<file path="src/rtl/de1_soc_alternative_hps_master_b2p.sv">
// Byte-stream to packet decoder for the alternative HPS master.
// Strips SOP/EOP/channel/escape framing from an Avalon-ST byte stream and
// emits registered Avalon-ST beats with packet and channel sidebands.
module de1_soc_alternative_hps_master_b2p #(
    parameter int unsigned CHANNEL_WIDTH = 8
) (
    input  logic                     clk_i,
    input  logic                     reset_ni,
    input  logic                     in_valid_i,
    output logic                     in_ready_o,
    input  logic [7:0]               in_data_i,
    output logic                     out_valid_o,
    input  logic                     out_ready_i,
    output logic [7:0]               out_data_o,
    output logic                     out_startofpacket_o,
    output logic                     out_endofpacket_o,
    output logic [CHANNEL_WIDTH-1:0] out_channel_o
);

    localparam logic [7:0] SopCode  = 8'h7A;
    localparam logic [7:0] EopCode  = 8'h7B;
    localparam logic [7:0] ChanCode = 8'h7C;
    localparam logic [7:0] EscCode  = 8'h7D;
    localparam logic [7:0] EscXor   = 8'h20;

    // Output beat register
    logic                     out_valid_q, out_valid_d;
    logic [7:0]               out_data_q, out_data_d;
    logic                     out_sop_q, out_sop_d;
    logic                     out_eop_q, out_eop_d;
    logic [CHANNEL_WIDTH-1:0] out_chan_q, out_chan_d;

    // Decoder state
    logic                     esc_pend_q, esc_pend_d;
    logic                     chan_pend_q, chan_pend_d;
    logic                     sop_pend_q, sop_pend_d;
    logic                     eop_pend_q, eop_pend_d;
    logic [CHANNEL_WIDTH-1:0] cur_chan_q, cur_chan_d;

    logic       in_ready;
    logic       accept;
    logic       is_data;
    logic       is_chan;
    logic [7:0] dec_byte;

    // Handshake, byte classification and next-state for beat and decoder state
    always_comb begin
        out_valid_d = out_valid_q;
        out_data_d  = out_data_q;
        out_sop_d   = out_sop_q;
        out_eop_d   = out_eop_q;
        out_chan_d  = out_chan_q;
        esc_pend_d  = esc_pend_q;
        chan_pend_d = chan_pend_q;
        sop_pend_d  = sop_pend_q;
        eop_pend_d  = eop_pend_q;
        cur_chan_d  = cur_chan_q;
        is_data     = 1'b0;
        is_chan     = 1'b0;
        dec_byte    = in_data_i;

        // Accept only when the output slot is free or draining this cycle
        in_ready = reset_ni && (!out_valid_q || out_ready_i);
        accept   = in_valid_i && in_ready;

        if (out_valid_q && out_ready_i) begin
            out_valid_d = 1'b0;
        end

        if (accept) begin
            if (esc_pend_q) begin
                // Escaped value is never matched against special codes
                dec_byte   = in_data_i ^ EscXor;
                esc_pend_d = 1'b0;
                if (chan_pend_q) begin
                    is_chan = 1'b1;
                end else begin
                    is_data = 1'b1;
                end
            end else begin
                case (in_data_i)
                    EscCode:  esc_pend_d = 1'b1;
                    SopCode: begin
                        sop_pend_d  = 1'b1;
                        chan_pend_d = 1'b0;
                    end
                    EopCode: begin
                        eop_pend_d  = 1'b1;
                        chan_pend_d = 1'b0;
                    end
                    ChanCode: chan_pend_d = 1'b1;
                    default: begin
                        if (chan_pend_q) begin
                            is_chan = 1'b1;
                        end else begin
                            is_data = 1'b1;
                        end
                    end
                endcase
            end

            if (is_chan) begin
                cur_chan_d  = CHANNEL_WIDTH'(dec_byte);
                chan_pend_d = 1'b0;
            end

            if (is_data) begin
                out_valid_d = 1'b1;
                out_data_d  = dec_byte;
                out_sop_d   = sop_pend_q;
                out_eop_d   = eop_pend_q;
                out_chan_d  = cur_chan_q;
                sop_pend_d  = 1'b0;
                eop_pend_d  = 1'b0;
            end
        end
    end

    // State registers with asynchronous clear
    always_ff @(posedge clk_i or negedge reset_ni) begin
        if (!reset_ni) begin
            out_valid_q <= 1'b0;
            out_data_q  <= '0;
            out_sop_q   <= 1'b0;
            out_eop_q   <= 1'b0;
            out_chan_q  <= '0;
            esc_pend_q  <= 1'b0;
            chan_pend_q <= 1'b0;
            sop_pend_q  <= 1'b0;
            eop_pend_q  <= 1'b0;
            cur_chan_q  <= '0;
        end else begin
            out_valid_q <= out_valid_d;
            out_data_q  <= out_data_d;
            out_sop_q   <= out_sop_d;
            out_eop_q   <= out_eop_d;
            out_chan_q  <= out_chan_d;
            esc_pend_q  <= esc_pend_d;
            chan_pend_q <= chan_pend_d;
            sop_pend_q  <= sop_pend_d;
            eop_pend_q  <= eop_pend_d;
            cur_chan_q  <= cur_chan_d;
        end
    end

    assign in_ready_o          = in_ready;
    assign out_valid_o         = out_valid_q;
    assign out_data_o          = out_data_q;
    assign out_startofpacket_o = out_sop_q;
    assign out_endofpacket_o   = out_eop_q;
    assign out_channel_o       = out_chan_q;

endmodule

</file>
<file path="config.mk">
export PLATFORM = sky130hd
export DESIGN_NAME = de1_soc_alternative_hps_master_b2p
export DESIGN_NICKNAME = d
export VERILOG_FILES = /design/src/rtl/de1_soc_alternative_hps_master_b2p.sv
export SDC_FILE = /design/constraint.sdc
export NUM_CORES = 1
export LEC_CHECK = 0
export BUFFER_PORTS_ARGS = -buffer_cell sky130_fd_sc_hd__buf_4
export CORE_AREA = 2 2 43 75
export DETAILED_ROUTE_END_ITERATION = 12
export DIE_AREA = 0 0 45 77
export GPL_TIMING_DRIVEN = 0
export PLACE_DENSITY = 0.74
export RECOVER_POWER = 25
export SLEW_MARGIN = 20
export SYNTH_ARGS = -nofsm -noshare
export SYNTH_HDL_FRONTEND = slang
export SYNTH_SLANG_ARGS = --single-unit
export TNS_END_PERCENT = 10
</file>
<file path="constraint.sdc">
create_clock -name clk_i -period 5 [get_ports clk_i]
set_input_delay 1 -clock clk_i [delete_from_list [all_inputs] [get_ports clk_i]]
set_output_delay 1 -clock clk_i [all_outputs]
set_load 0.005 [all_outputs]
</file>
==> qor.yml <==
multi_input_area_um2: 577
ys_seq_area_share_pct: 55.5
cts_buffers: 5
antenna_found_initial: 0
drt_pre_antenna_iters: 4
core_um2: 2860
cts_hold_buf: 0
yosysWarnings: 0
p_int_mw: 0.629
place_ws_ns: 2.23
area_delta_synth_final_pct: 26.5
tns_ns: 0
ys_ff_latch: 31
htree_levels: 2
synthArstFlopShare_pct: 100
synth_cell_types: 33
hold_violations: 0
seq_power_share_pct: 44.3
yosys.area.top_type: "dfrtp_1"
grt_pass1_wl_um: 4820
cts_sinks: 31
portBuffers: 29
nNetsFinal: 157
grt_setup_unrepaired: "no"
power.leakage_nw: 0.858
hpwl_um: 2010
power.share.combinational_pct: 25.4
drtAntennaViolNets: 0
cpPeakStageDelay_ns: 0.35
grt.total_usage_pct: 18.9
rrSetupSlack_ns: 3.23
worst-path-buf-inv: 2
diodes: 0
netSwitchingPower_mw: 0.211
maxCapViolations: 0
place_congestion: 0.775
start_kind: "input port"
post-cts-setup-buffers: 0
grt_max_degree: 37
vias_per_cell: 5.82
cts_tree: "yes"
syn_area_um2: 1400
setup_violations: 0
cp_max_fo: 36
fmax_mhz: 373
drt_wl_total_um: 2780
clockPowerShare_pct: 30.3
path_clk_slew_ns: 0.06
timing.final.ws_setup_ns: 2.32
netlist_top_cells_area: "dfrtp_1 56%, mux2_2 10%, mux2_4 5.4%"
final_util_pct: 61.8
total_power_mw: 0.840
via_count: 1013
clkLatencyLatePin_ns: 0.29
start_util_pct: 48.8
rr_worst_depth: 5
required_ns: 4.00
final_cell_mix: "31 x dfrtp_1, 29 x buf_4, 13 x mux2_2"
synth_edf_count: 0
rows: 26
critPathCaptureType: "output pin"
synth_nets: 121
maxSlewViolCount: 0
die_w_um: 45
dieArea_um2: 3470
holdPathEnd: "sop_pend_q"
ios: 32
r2r_end: "out_channel_o[4]"
arrival_ns: 1.68
cts_buffer_depth: 2
cp_top_family: "buffers and inverters"
reg2reg_from: "esc_pend_q"
synthCells: 109
path_class: "input port to output pin"
nFillCells: 245
hold_class: "flip-flop to flip-flop"
ir_drop_v: 0.000345
seqCellArea_um2: 776
grt_pass1_vias: 1055
syn_avg_cell_area_um2: 12.8
layout_commonest_cell: "dfrtp_1"
synth_top_area_share_pct: 55.5
worstMarginPinSlew_ns: 0.425
slew_headroom_pct: 71.6
status: "completed"
cpMostUsedCell: "buf_4"
clock_skew_ns: 0.00429
switching_share_pct: 25.1
ctsResizeCount: 0
post-route-period-util_pct: 53.6
power_density_nw_per_um2: 475
dieHeight_um: 77
overflow: 0
synth-main-ff-cell: "dfrtp_1"
min_period_ns: 2.68
drive_gt1_share_pct: 45.2
crit_path_top_delay_cell: "buf_4"
route.detailed.drc: 0
min-delay-start: "sop_pend_q"
drt_iter0_markers: 16
cp_cell_sequence: "buf_4 > and2_1 > buf_4"
hold_depth: 1
clock-root-buffer: "clkbuf_8"
wl_per_cell_um: 16.0
-- kinds of logic after synthesis --
group	count (synthesis)	synth area share [%]
flops	31	55.5
simple gates	29	12.7
compound gates	22	11.5
mux	18	15.8
buf+inv	7	3.22
xor+xnor	2	1.25
-- routing by layer --
layer  vias up  part of all wire (%)  GRT usage, %
met1       494                    38          21.5
met2        45                    52          31.0
met3        11                   6.4          5.65
met4         0                   3.1          8.82
li1        463                     -             -
met5         -                     0             0
-- metrics by stage --
stage                     area [um^2]  instances  hold slack, ns
after floorplan                  1400        109           0.460
after detailed placement         1650        166           0.486
final                            1770        174           0.495
after global placement           1650        166           0.475
after global routing             1770        174           0.531
after CTS                        1770        174           0.504
-- power groups by stage --
| stage | Combinational (mW) | Clock [mW] | Sequential (mW) |
|---|---|---|---|
| floorplan | 0.104 | 0 | 0.374 |
| global placement | 0.210 | 0 | 0.372 |
| detailed placement | 0.215 | 0 | 0.377 |
| CTS | 0.217 | 0.259 | 0.373 |
| global route | 0.234 | 0.273 | 0.382 |
| finish | 0.213 | 0.255 | 0.372 |
-- worst max-delay path by stage --
stage	startpoint	end	slack [ns]	cells after the start
floorplan	out_ready_i	in_ready_o	2.66	2
global placement	reset_ni	cur_chan_q[3]	2.26	5
detailed placement	reset_ni	cur_chan_q[6]	2.23	5
CTS	reset_ni	in_ready_o	2.30	3
global route	reset_ni	in_ready_o	2.22	3
finish	reset_ni	in_ready_o	2.32	3
-- sequential cells by signal (all words and copies together) (netlist names) --
signal,flops
out_data_o,8
esc_pend_q,1
sop_pend_q,1
out_valid_o,1
chan_pend_q,1
out_startofpacket_o,1
out_channel_o,8
cur_chan_q,8
out_endofpacket_o,1
eop_pend_q,1
-- synthesized netlist by cell type (2+ instances only) --
master,number
nand4_1,3
o21ai_0,5
mux2_2,13
nor2_1,3
a22oi_1,4
inv_1,4
o21a_1,3
o22ai_1,4
nor2b_1,2
nand2_1,9
dfrtp_1,31
o22a_1,2
mux2_4,5
nor3_1,2
-- area by class of cell --
type,instances,area share (%)
buffer,3,1.70
clock inverter,2,1.98
timing repair buffer,29,12.3
inverter,4,0.849
multi-input combinational,71,32.6
tap,28,1.98
sequential,31,43.9
clock buffer,6,4.67
Note: power is estimated with default switching activity, not from simulation.
